[config.mk]
export PLATFORM = sky130hd
export DESIGN_NAME = ysyx_23060180_mem_bridge
export DESIGN_NICKNAME = d
export VERILOG_FILES = /design/src/rtl/ysyx_23060180_mem_bridge.sv
export SDC_FILE = /design/constraint.sdc
export NUM_CORES = 1
export LEC_CHECK = 0
export CAP_MARGIN = 20
export CORE_MARGIN = 5
export CORE_UTILIZATION = 30
export DETAILED_ROUTE_END_ITERATION = 10
export PLACE_DENSITY_LB_ADDON = 0.2
export SLEW_MARGIN = 20
export SYNTH_ARGS = -nofsm -noshare
export SYNTH_HDL_FRONTEND = slang
export SYNTH_SLANG_ARGS = --single-unit
[constraint.sdc]
create_clock -name clk -period 10.85 [get_ports clk]
set_input_delay 2.17 -clock clk [delete_from_list [all_inputs] [get_ports clk]]
set_output_delay 2.17 -clock clk [all_outputs]
set_load 0.01 [all_outputs]
[src/rtl/ysyx_23060180_mem_bridge.sv]
// Core-to-bus memory bridge: queues core requests, issues them with a bounded
// outstanding count, returns read data in order. Error capture: YSYX_23060180_BRIDGE_ERR_EN.
module ysyx_23060180_mem_bridge #(
  parameter int DATA_W = 32,
  parameter int ADDR_W = 32,
  parameter int DEPTH  = 4
) (
  input  logic                clk,
  input  logic                rst,
  input  logic                core_rd,
  input  logic                core_wr,
  input  logic [ADDR_W-1:0]   core_addr,
  input  logic [DATA_W-1:0]   core_wdata,
  input  logic [DATA_W/8-1:0] core_wstrb,
  output logic                core_stall,
  output logic [DATA_W-1:0]   core_rdata,
  output logic                core_rvalid,
  output logic                req_valid,
  output logic                req_wr,
  output logic [ADDR_W-1:0]   req_addr,
  output logic [DATA_W-1:0]   req_wdata,
  output logic [DATA_W/8-1:0] req_wstrb,
  input  logic                req_ready,
  input  logic                rsp_valid,
  input  logic [DATA_W-1:0]   rsp_rdata,
  input  logic                rsp_err,
  output logic                rsp_ready,
  output logic                err_flag,
  output logic [ADDR_W-1:0]   err_addr
);

  localparam int PW = $clog2(DEPTH);
  localparam int SW = DATA_W / 8;
  localparam logic [PW:0] PTR_ONE = {{PW{1'b0}}, 1'b1};

  logic [PW:0]       fifo_wptr;
  logic [PW:0]       fifo_rptr;
  logic              fifo_wr_q    [DEPTH];
  logic [ADDR_W-1:0] fifo_addr_q  [DEPTH];
  logic [DATA_W-1:0] fifo_wdata_q [DEPTH];
  logic [SW-1:0]     fifo_wstrb_q [DEPTH];

  logic [PW:0]       tag_wptr;
  logic [PW:0]       tag_rptr;
  logic              tag_wr_q [DEPTH];

  logic [PW:0]       outstanding;

  logic fifo_empty;
  logic fifo_full;
  logic push;
  logic fire;
  logic rsp_accept;
  logic rsp_is_read;

  // Extra pointer MSB tells a full ring from an empty one when the indices match.
  assign fifo_empty = (fifo_wptr == fifo_rptr);
  assign fifo_full  = (fifo_wptr[PW] != fifo_rptr[PW]) &&
                      (fifo_wptr[PW-1:0] == fifo_rptr[PW-1:0]);

  assign push       = (core_rd | core_wr) & ~fifo_full;
  assign core_stall = fifo_full;

  assign req_valid  = ~fifo_empty & ~outstanding[PW];
  assign req_wr     = fifo_wr_q[fifo_rptr[PW-1:0]];
  assign req_addr   = fifo_addr_q[fifo_rptr[PW-1:0]];
  assign req_wdata  = fifo_wdata_q[fifo_rptr[PW-1:0]];
  assign req_wstrb  = fifo_wstrb_q[fifo_rptr[PW-1:0]];
  assign fire       = req_valid & req_ready;

  assign rsp_ready   = 1'b1;
  assign rsp_accept  = rsp_valid & (outstanding != '0);
  assign rsp_is_read = rsp_accept & ~tag_wr_q[tag_rptr[PW-1:0]];

  // A simultaneous read and write strobe is stored as a write.
  always_ff @(posedge clk) begin
    if (push) begin
      fifo_wr_q[fifo_wptr[PW-1:0]]    <= core_wr;
      fifo_addr_q[fifo_wptr[PW-1:0]]  <= core_addr;
      fifo_wdata_q[fifo_wptr[PW-1:0]] <= core_wdata;
      fifo_wstrb_q[fifo_wptr[PW-1:0]] <= core_wstrb;
    end
  end

  always_ff @(posedge clk) begin
    if (fire) begin
      tag_wr_q[tag_wptr[PW-1:0]] <= fifo_wr_q[fifo_rptr[PW-1:0]];
    end
  end

  always_ff @(posedge clk or posedge rst) begin
    if (rst) begin
      fifo_wptr <= '0;
      fifo_rptr <= '0;
      tag_wptr  <= '0;
      tag_rptr  <= '0;
    end else begin
      if (push) begin
        fifo_wptr <= fifo_wptr + PTR_ONE;
      end
      if (fire) begin
        fifo_rptr <= fifo_rptr + PTR_ONE;
        tag_wptr  <= tag_wptr + PTR_ONE;
      end
      if (rsp_accept) begin
        tag_rptr <= tag_rptr + PTR_ONE;
      end
    end
  end

  // Never exceeds DEPTH, so its MSB alone marks the issue limit.
  always_ff @(posedge clk or posedge rst) begin
    if (rst) begin
      outstanding <= '0;
    end else begin
      case ({fire, rsp_accept})
        2'b10:   outstanding <= outstanding + PTR_ONE;
        2'b01:   outstanding <= outstanding - PTR_ONE;
        default: outstanding <= outstanding;
      endcase
    end
  end

  always_ff @(posedge clk or posedge rst) begin
    if (rst) begin
      core_rvalid <= 1'b0;
      core_rdata  <= '0;
    end else begin
      core_rvalid <= rsp_is_read;
      if (rsp_is_read) begin
        core_rdata <= rsp_rdata;
      end
    end
  end

`ifdef YSYX_23060180_BRIDGE_ERR_EN
  logic [ADDR_W-1:0] tag_addr_q [DEPTH];
  logic              err_hit;

  always_ff @(posedge clk) begin
    if (fire) begin
      tag_addr_q[tag_wptr[PW-1:0]] <= fifo_addr_q[fifo_rptr[PW-1:0]];
    end
  end

  // A stray response has no owning request, so it records address zero.
  assign err_hit = (rsp_accept & rsp_err) | (rsp_valid & ~rsp_accept);

  always_ff @(posedge clk or posedge rst) begin
    if (rst) begin
      err_flag <= 1'b0;
      err_addr <= '0;
    end else if (err_hit && !err_flag) begin
      err_flag <= 1'b1;
      err_addr <= rsp_accept ? tag_addr_q[tag_rptr[PW-1:0]] : '0;
    end
  end
`else
  logic unused_rsp_err;
  assign unused_rsp_err = rsp_err;
  assign err_flag       = 1'b0;
  assign err_addr       = '0;
`endif

endmodule

==> flow_summary.json <==
{
  "worst_hold_slack_ns": 0.483,
  "synth_cell_types": 30,
  "min-delay-start": "core_rdata[29]",
  "drt-total-wl_um": 26200,
  "gp_congestion": 0.658,
  "maxCapViolCount": 0,
  "min_path_type": "register to register",
  "cts_buffers": 37,
  "grt_pass1_vias": 6358,
  "drt-initial-drc-count": 304,
  "synth_cells": 549,
  "max_stage_delay_ns": 0.85,
  "fill_cells": 3723,
  "path_class": "register to output port",
  "timing.rr.start": "fifo_rptr[1]",
  "drc_errors": 0,
  "finClkSkew_ns": 0.0192,
  "power_density_mw_per_mm2": 308,
  "cts_resized": 0,
  "finalSetupViolations": 0,
  "crit_fanout": 42,
  "hpwl_um": 15600,
  "insertedDiodeCount": 0,
  "tritoncts": "done",
  "syn_area_sq_mm": 0.0124,
  "hold_end": "core_rdata[29]",
  "crit_chain": "buf_4 > mux4_2 > clkdlybuf4s50_1",
  "clkSlewWorstSetupHoldPaths_ns": 0.06,
  "reg2regPathDepth": 5,
  "die-area_sq_mm": 0.0456,
  "end_kind": "output port",
  "synth_seq_cells": 326,
  "totalPowerFinal_mw": 4.99,
  "grt_usage": 0.113,
  "fmax_ghz": 0.178,
  "relSlewSlack": 0.369,
  "stdcell_area_sq_mm": 0.0162,
  "overflow": 0,
  "required_ns": 8.68,
  "root_buffer": "clkbuf_16",
  "io_pins": 245,
  "peakVddDrop_mv": 0.171,
  "worst_setup_path_start_kind": "register",
  "grt_pass1_wl_um": 38900,
  "die_h_um": 213,
  "yosysWarnings": 0,
  "critPathSlowestCell": "dfrtp_4",
  "finalHoldViolCount": 0,
  "rsz0062_at_grt": "no",
  "clock_latency_ns": 0.56,
  "power.leakage_nw": 5.52,
  "outcome": "finished, final reports clean",
  "post-route-min-period_ns": 5.60,
  "io_buffers": 209,
  "grt_antenna_before_repair": 2,
  "finalNonFillerCells": 1344,
  "htree_levels": 2,
  "min_period_over_period": 0.516,
  "dp_worst_setup_slack_ns": 5.64,
  "wire_per_inst_um": 19.5,
  "layout-drive-gt1-share": 0.176,
  "row_count": 74,
  "drv_slew": 0,
  "max_slew.worst_pin.slew_ns": 0.945,
  "r2r_slack_ns": 6.98,
  "vias_per_cell": 4.39,
  "worst_r2r_endpoint": "fifo_addr_q[1][27]",
  "cts_hold_buf": 0,
  "dr.pass1.iters": 4,
  "final_nets": 901,
  "clock_path_buffers": 3,
  "design.core.area_sq_mm": 0.0409,
  "via_count": 5901,
  "ys_seq_area_frac": 0.770,
  "hold_path_depth": 1,
  "post_cts_buffers": 0,
  "worstPathArrival_ns": 3.43,
  "ant_nets": 0,
  "dp.cells": 1276,
  "fin_ws_ns": 5.25,
  "postLayoutCoreUtil": 0.396,
  "fin_tns_setup_ns": 0,
  "start_util": 0.303,
  "syn2layout_area_growth_pct": 30.5,
  "grt_start_max_net_pins": 49,
  "placed_area_sq_mm": 0.0150,
  "syn-mean-instance-area_sq_um": 22.6,
  "cts.sinks": 326,
  "die_w_um": 213
}
==> logic make-up (layout without fill, tap and decap cells) <==
group | after synthesis | count (layout) | share of synthesized area
adder cells (fa/ha/maj) | 11 | 11 | 0.0117
other | 2 | 34 | 0.000605
multiplexers | 106 | 106 | 0.160
flip-flops | 326 | 326 | 0.770
AND/OR/NAND/NOR | 17 | 17 | 0.00766
buffers and inverters | 65 | 296 | 0.0326
AO/OA/AOI/OAI | 10 | 10 | 0.00766
XOR/XNOR | 12 | 12 | 0.00967
==> metal layers <==
metal | global-route usage | wire, um
met2 | 0.173 | 11900
met4 | 0.0305 | 472
met3 | 0.0553 | 2710
met1 | 0.144 | 11100
met5 | 0 | 19
==> flip-flops by register name, summed over array words and instances, names as in the netlist <==
name / count
fifo_addr_q: 128
fifo_wdata_q: 128
core_rdata: 32
fifo_wstrb_q: 16
fifo_wr_q: 4
tag_wr_q: 4
fifo_rptr: 3
fifo_wptr: 3
outstanding: 3
tag_rptr: 2
tag_wptr: 2
core_rvalid: 1
==> worst max-delay path by stage <==
| stage | start | end | slack (ns) | cells past startpoint |
|---|---|---|---|---|
| 2_1_floorplan | core_wr | fifo_addr_q[3][0] | 4.65 | 2 |
| 3_3_place_gp | fifo_rptr[0] | req_wr | 5.61 | 3 |
| 3_5_place_dp | fifo_rptr[0] | req_wr | 5.64 | 3 |
| 4_1_cts | fifo_rptr[0] | req_wr | 5.04 | 3 |
| 5_1_grt | fifo_rptr[0] | req_wr | 4.92 | 3 |
| 6_report | fifo_rptr[0] | req_wr | 5.25 | 3 |
==> placed cells by master (no fill, tap or decap), types with 4 or more instances in the layout <==
cell	count
xnor2_1	6
edfxtp_1	280
nand2_1	4
inv_1	11
clkbuf_16	37
dfrtp_1	44
clkdlybuf4s50_1	209
clkbuf_1	10
mux4_2	70
ha_1	10
buf_4	7
clkinv_2	7
mux2_1	33
and2_1	5
conb_1	34
xor2_1	4
clkinv_1	6
==> worst max-delay path, delay by kind of cell (launching register included) <==
kind     cells  cell delay (ns)
buf+inv      2             1.38
mux          1             0.65
flops        1             0.85
==> layout make-up <==
| cell class | count | area (sq um) | area share |
|---|---|---|---|
| Clock inverter | 21 | 231 | 0.0143 |
| Sequential cell | 326 | 9570 | 0.590 |
| Multi-Input combinational cell | 190 | 2590 | 0.160 |
| Inverter | 12 | 46.3 | 0.00286 |
| Tap cell | 532 | 666 | 0.0411 |
| Clock buffer | 47 | 963 | 0.0594 |
| Timing Repair Buffer | 216 | 2140 | 0.132 |
==> Yosys cell counts <==
library cell | instances | area (sq um)
edfxtp_1 | 280 | 8410
mux4_2 | 70 | 1580
dfrtp_1 | 46 | 1150
buf_4 | 34 | 255
mux2_1 | 33 | 372
inv_1 | 12 | 45.0
ha_1 | 10 | 125
buf_2 | 9 | 45.0
and2_1 | 8 | 50.1
xnor2_1 | 6 | 52.6
buf_1 | 4 | 15.0
nand2_1 | 4 | 15.0
xor2_1 | 4 | 35.0
buf_6 | 3 | 33.8
clkbuf_1 | 3 | 11.3
nor2_1 | 3 | 11.3
a211o_1 | 2 | 17.5
a21oi_1 | 2 | 10.0
conb_1 | 2 | 7.51
mux2_4 | 2 | 30.0
o311ai_0 | 2 | 17.5
xnor2_2 | 2 | 32.5
a311oi_4 | 1 | 26.3
a31oi_1 | 1 | 6.26
fa_1 | 1 | 20.0
mux2i_1 | 1 | 10.0
nand3b_1 | 1 | 7.51
nor2_4 | 1 | 11.3
o21ai_0 | 1 | 5.00
o31ai_2 | 1 | 12.5
==> where the power goes <==
part	internal, mW	total (mW)	switching (mW)
clock network	0.711	1.21	0.503
logic	0.916	1.75	0.831
registers	1.85	2.03	0.179
Note: power is estimated with default switching activity, not from simulation.
